===== src/rtl/gram_matrix_accum_if.sv =====
// Handshake and result bus for the Gram-matrix accumulator.
interface gram_matrix_accum_if #(
  parameter int N_CH  = 2,
  parameter int DW    = 8,
  parameter int ACC_W = 20
) ();
  logic                      I_start;
  logic                      I_valid;
  logic [N_CH*DW-1:0]        I_data;
  logic                      O_ready;
  logic                      O_busy;
  logic                      O_done;
  logic                      O_ovf;
  logic [N_CH*N_CH*ACC_W-1:0] O_gram;

  modport master (
    output I_start, I_valid, I_data,
    input  O_ready, O_busy, O_done, O_ovf, O_gram
  );

  modport slave (
    input  I_start, I_valid, I_data,
    output O_ready, O_busy, O_done, O_ovf, O_gram
  );
endinterface


===== src/rtl/gram_matrix_accum.sv =====
// Time-multiplexed Gram-matrix accumulator: G += x*x^T per sample using one
// shared multiplier that walks the upper-triangle pairs; the lower triangle
// is wired to the mirrored upper registers.
module gram_matrix_accum #(
  parameter int N_CH  = 2,
  parameter int DW    = 8,
  parameter int ACC_W = 20,
  parameter int LEN   = 16
) (
  input  logic              I_sys_clk,
  input  logic              I_sys_rst,
  gram_matrix_accum_if.slave bus
);
  localparam int P  = N_CH * (N_CH + 1) / 2;
  localparam int PW = (P > 1) ? $clog2(P) : 1;
  localparam int RW = (N_CH > 1) ? $clog2(N_CH) : 1;
  localparam int CW = $clog2(LEN + 1);

  localparam logic [1:0] S_IDLE = 2'd0;
  localparam logic [1:0] S_CAPT = 2'd1;
  localparam logic [1:0] S_MAC  = 2'd2;
  localparam logic [1:0] S_DONE = 2'd3;

  localparam logic [ACC_W-1:0] SAT = {ACC_W{1'b1}};

  logic [1:0]                 state;
  logic [CW-1:0]              cnt;
  logic [PW-1:0]              pidx;
  logic [RW-1:0]              ri, cj;
  logic [N_CH-1:0][DW-1:0]    samp;
  logic [P-1:0][ACC_W-1:0]    acc;
  logic                       ovf;

  logic [2*DW-1:0]            prod;
  logic [ACC_W:0]             sum;
  logic [ACC_W-1:0]           nxt;
  logic                       sat;
  logic                       last_pair;

  // Shared multiplier and saturating adder for the current pair (ri,cj)
  always_comb begin
    prod      = {{DW{1'b0}}, samp[ri]} * {{DW{1'b0}}, samp[cj]};
    sum       = {1'b0, acc[pidx]} + {{(ACC_W + 1 - 2*DW){1'b0}}, prod};
    sat       = sum[ACC_W];
    nxt       = sat ? SAT : sum[ACC_W-1:0];
    last_pair = (pidx == PW'(P - 1));
  end

  // Frame FSM, sample capture and triangle walk with accumulation
  always_ff @(posedge I_sys_clk or posedge I_sys_rst) begin
    if (I_sys_rst) begin
      state <= S_IDLE;
      cnt   <= '0;
      pidx  <= '0;
      ri    <= '0;
      cj    <= '0;
      samp  <= '0;
      acc   <= '0;
      ovf   <= 1'b0;
    end else begin
      case (state)
        S_IDLE: if (bus.I_start) begin
          acc   <= '0;
          ovf   <= 1'b0;
          cnt   <= '0;
          state <= S_CAPT;
        end
        S_CAPT: if (bus.I_valid) begin
          samp  <= bus.I_data;
          cnt   <= cnt + 1'b1;
          pidx  <= '0;
          ri    <= '0;
          cj    <= '0;
          state <= S_MAC;
        end
        S_MAC: begin
          acc[pidx] <= nxt;
          if (sat) ovf <= 1'b1;
          if (last_pair) begin
            state <= (cnt == CW'(LEN)) ? S_DONE : S_CAPT;
          end else begin
            pidx <= pidx + 1'b1;
            // row-major upper triangle: wrap to the diagonal of the next row
            if (cj == RW'(N_CH - 1)) begin
              ri <= ri + 1'b1;
              cj <= ri + 1'b1;
            end else begin
              cj <= cj + 1'b1;
            end
          end
        end
        S_DONE: state <= S_IDLE;
        default: state <= S_IDLE;
      endcase
    end
  end

  assign bus.O_ready = (state == S_CAPT);
  assign bus.O_busy  = (state != S_IDLE);
  assign bus.O_done  = (state == S_DONE);
  assign bus.O_ovf   = ovf;

  // Position of pair (i,j), i<=j, in the packed upper-triangle storage
  function automatic int tri_idx(input int i, input int j);
    return i * N_CH - (i * (i - 1)) / 2 + (j - i);
  endfunction

  for (genvar gi = 0; gi < N_CH; gi++) begin : g_row
    for (genvar gj = 0; gj < N_CH; gj++) begin : g_col
      localparam int LO = (gi < gj) ? gi : gj;
      localparam int HI = (gi < gj) ? gj : gi;
      assign bus.O_gram[(gi*N_CH+gj)*ACC_W +: ACC_W] = acc[tri_idx(LO, HI)];
    end
  end
endmodule


===== src/flat_wrapper.sv =====
// flat-port wrapper written by rule: the top's interface ports become plain ports
module gram_matrix_accum_flat 
#(
  parameter int N_CH  = 2,
  parameter int DW    = 8,
  parameter int ACC_W = 20,
  parameter int LEN   = 16
)
  (I_sys_clk, I_sys_rst, bus_I_start, bus_I_valid, bus_I_data, bus_O_ready, bus_O_busy, bus_O_done, bus_O_ovf, bus_O_gram);
  gram_matrix_accum_if #(.N_CH(N_CH), .DW(DW), .ACC_W(ACC_W)) bus_i ();
  input  logic I_sys_clk;
  input  logic I_sys_rst;
  input wire logic [$bits(bus_i.I_start)-1:0] bus_I_start;
  input wire logic [$bits(bus_i.I_valid)-1:0] bus_I_valid;
  input wire logic [$bits(bus_i.I_data)-1:0] bus_I_data;
  output wire logic [$bits(bus_i.O_ready)-1:0] bus_O_ready;
  output wire logic [$bits(bus_i.O_busy)-1:0] bus_O_busy;
  output wire logic [$bits(bus_i.O_done)-1:0] bus_O_done;
  output wire logic [$bits(bus_i.O_ovf)-1:0] bus_O_ovf;
  output wire logic [$bits(bus_i.O_gram)-1:0] bus_O_gram;
  assign bus_i.I_start = bus_I_start;
  assign bus_i.I_valid = bus_I_valid;
  assign bus_i.I_data = bus_I_data;
  assign bus_O_ready = bus_i.O_ready;
  assign bus_O_busy = bus_i.O_busy;
  assign bus_O_done = bus_i.O_done;
  assign bus_O_ovf = bus_i.O_ovf;
  assign bus_O_gram = bus_i.O_gram;
  gram_matrix_accum #(.N_CH(N_CH), .DW(DW), .ACC_W(ACC_W), .LEN(LEN)) u_core (.I_sys_clk(I_sys_clk), .I_sys_rst(I_sys_rst), .bus(bus_i));
endmodule

===== config.mk =====
export PLATFORM = sky130hd
export DESIGN_NAME = gram_matrix_accum_flat
export DESIGN_NICKNAME = d
export VERILOG_FILES = /design/src/rtl/gram_matrix_accum_if.sv /design/src/rtl/gram_matrix_accum.sv /design/src/flat_wrapper.sv
export SDC_FILE = /design/constraint.sdc
export NUM_CORES = 1
export LEC_CHECK = 0
export ABC_CLOCK_PERIOD_IN_PS = 11900
export BUFFER_PORTS_ARGS = -buffer_cell sky130_fd_sc_hd__buf_2
export CAP_MARGIN = 25
export CORE_UTILIZATION = 60
export DETAILED_ROUTE_END_ITERATION = 6
export HOLD_SLACK_MARGIN = 0.1
export PLACE_DENSITY = 0.85
export SLEW_MARGIN = 20
export SYNTH_ARGS = -nofsm -noshare
export SYNTH_HDL_FRONTEND = slang
export SYNTH_SLANG_ARGS = --single-unit

===== constraint.sdc =====
create_clock -name I_sys_clk -period 11.9 [get_ports I_sys_clk]
set_input_delay 2.38 -clock I_sys_clk [delete_from_list [all_inputs] [get_ports I_sys_clk]]
set_output_delay 2.38 -clock I_sys_clk [all_outputs]
set_load 0.02 [all_outputs]

==> flow_metrics.tcl <==
set metrics [dict create \
    outcome "finished with violations" \
    violations "DRC" \
    worst_pin_slew_ps 953 \
    hpwlAfterDp_um 14000 \
    numPortBuffers 103 \
    globalRoute.totalOverflow 0 \
    setup_viol 0 \
    first_pass_iters 7 \
    dieArea_sq_um 12600 \
    syn_avg_cell_area_sq_um 9.49 \
    drt-initial-drc-count 600 \
    area_growth_pct 9.86 \
    period_share_pct 52.7 \
    synth_compound_area_share_pct 15.9 \
    yosys.area_share.adder_pct 22.5 \
    cts_buffers 9 \
    post_cts_resized 0 \
    core_area_sq_um 11600 \
    path_common_cell "fa_1" \
    cts_hold_buf 0 \
    die_w_um 112 \
    layout-drive-gt1-share_pct 21.8 \
    synthCells 769 \
    die_h_um 112 \
    start_util_pct 62.9 \
    hp-class "reg2reg" \
    grt_pass1_wl_um 30700 \
    synthMuxAreaShare_pct 7.88 \
    worstPathCellList "nor2b_2 -> a21oi_1 -> fa_1 -> inv_1 -> fa_1 -> inv_1 -> fa_1 -> fa_1 -> inv_1 -> ha_1 -> and2_4 -> a221oi_4 -> a21oi_2 -> o211a_4 -> nor3_1 -> o21ai_0" \
    final_hold_viol_count 0 \
    ys_seq_elements 88 \
    avgViaCountPerCell 6.27 \
    h-tree-depth 3 \
    path_clk_slew_ps 70 \
    crit_path_max_incr_delay_ps 910 \
    grt_pass1_vias 6020 \
    rsz0062_at_grt "false" \
    cts-root-buf "clkbuf_16" \
    crit_arrival_ps 6470 \
    async_flop_share_pct 100 \
    num_rows 39 \
    diodes 0 \
    cp-start-kind "flip-flop" \
    ys_seq_area_share_pct 30.2 \
    cp.required_ps 12100 \
    synth_top_family_by_area "adder cells" \
    synth_nets 890 \
    critPathSlowestCell "dfrtp_1" \
    cp_max_fo 25 \
    min_period_ps 6270 \
    synth-xor-area-share_pct 0.960 \
    ant_nets 0 \
    clk_latency_ps 360 \
    grt_max_degree 89 \
    cts_tree "done" \
    gp_congestion 0.967 \
    yosys_warnings 0 \
    pin_count 104 \
    wirelength_um 18700 \
    slew_viol_final 0 \
    clock_skew_ps 10.3 \
    synth_edf_count 0 \
    antenna_found_initial 0 \
    synth.distinct_cells 65 \
    drc 8 \
    crit_family "adder cells" \
    track_usage_pct 31.4 \
    ys_top_cells_by_area "dfrtp_1 (30%), fa_1 (14%), ha_1 (8.7%), mux2i_1 (4.8%), inv_1 (4.5%)" \
    synth-simple-area-share_pct 13.9 \
    yosysTopAreaCell "dfrtp_1" \
    fmax_ghz 0.160 \
    wire_per_inst_um 19.0 \
    via_count 6168 \
    cp_num_buf_inv 3 \
    relSlewSlack_pct 36.3 \
    yosysTopAreaCellShare_pct 30.2 \
    setup_tns_ps 0 \
    critical_path_class "reg2reg" \
    synthFlopType "dfrtp_1" \
    end_kind "flip-flop" \
    postCtsSetupBuffers 0 \
    netlist_area_sq_um 7300 \
    clkSinkCount 88 \
    drv.max_cap_violation_count 0 \
    fin_nets 957 \
    clockBufferDepth 2 \
]
## cell usage in the layout (no fill, tap or decap), drive strengths merged, types with 19 or more instances in the layout
cell and count:
ha 51, nand2 72, a22o 19, nor2 60
dfrtp 88, a21oi 29, o21ai 63, mux2 20
mux2i 35, buf 107, fa 50, inv 89
## final cells by class
class,count,area (sq um)
well taps,143,179
clock buffers,10,239
flip-flops and latches,88,2200
inverters,87,328
clock inverters,6,41.3
repair buffers,107,553
multi-input cells,543,4480
fillers,872,3590
## cells by family after synthesis
family / Yosys count
compound gates: 172
xor+xnor: 8
fa+ha+maj: 101
buf+inv: 138
flops: 88
mux: 55
simple gates: 207
## metrics by stage
step / hold slack (ps) / std cells / setup slack, ps / area, sq um / util [%]
final: 507 / 984 / 5630 / 8020 / 69.0
after detailed placement: 495 / 967 / 5780 / 7720 / 66.5
after CTS: 510 / 983 / 5710 / 8000 / 68.9
after global routing: 519 / 984 / 5350 / 8020 / 69.0
after floorplan: 493 / 769 / 6580 / 7300 / -
after global placement: 483 / 967 / 6000 / 7720 / 66.4
## tightest hold or removal path: stages (launching register included)
cell,delay (ps)
dfrtp_1,360
nand2_1,50
o21ai_0,60
## Yosys cell counts (12+ instances only)
library cell / instances
a21oi_1: 27
a22o_1: 19
buf_4: 23
clkbuf_1: 18
dfrtp_1: 88
fa_1: 50
ha_1: 51
inv_1: 87
mux2_2: 20
mux2i_1: 35
nand2_1: 72
nand2b_1: 14
nand3_1: 12
nor2_1: 60
o211ai_1: 12
o21ai_0: 59
or2_2: 13
## registers in the layout, summed over array words and instances (netlist names)
register / flops
u_core.bus.O_gram: 60
u_core.pidx: 2
u_core.ri: 1
u_core.state: 2
u_core.cj: 1
u_core.bus.O_ovf: 1
u_core.samp: 16
u_core.cnt: 5
## per-layer routing
| layer | part of all wire (%) | GRT usage (%) |
|---|---|---|
| met1 | 40 | 42.3 |
| met3 | 7.3 | 5.08 |
| met5 | 0 | 0 |
| met4 | 4.1 | 14.0 |
| met2 | 49 | 50.4 |
## path summary, 6_finish.rpt
| check | from | end | slack, ps | depth (start not counted) |
|---|---|---|---|---|
| max in group asynchronous | I_sys_rst | u_core.bus.O_gram[12] | 9120 | 3 |
| worst min-delay path | u_core.bus.O_gram[61] | u_core.bus.O_gram[61] | 510 | 2 |
| worst max register to register | u_core.pidx[0] | u_core.bus.O_gram[68] | 5630 | 16 |
| worst min register to register | u_core.bus.O_gram[61] | u_core.bus.O_gram[61] | 510 | 2 |
| min in group asynchronous | I_sys_rst | u_core.bus.O_gram[60] | 2230 | 3 |
| worst max-delay path | u_core.pidx[0] | u_core.bus.O_gram[68] | 5630 | 16 |
Power is not shown: default switching activity piles up to over one toggle a cycle in this logic, so the estimate is an artifact.
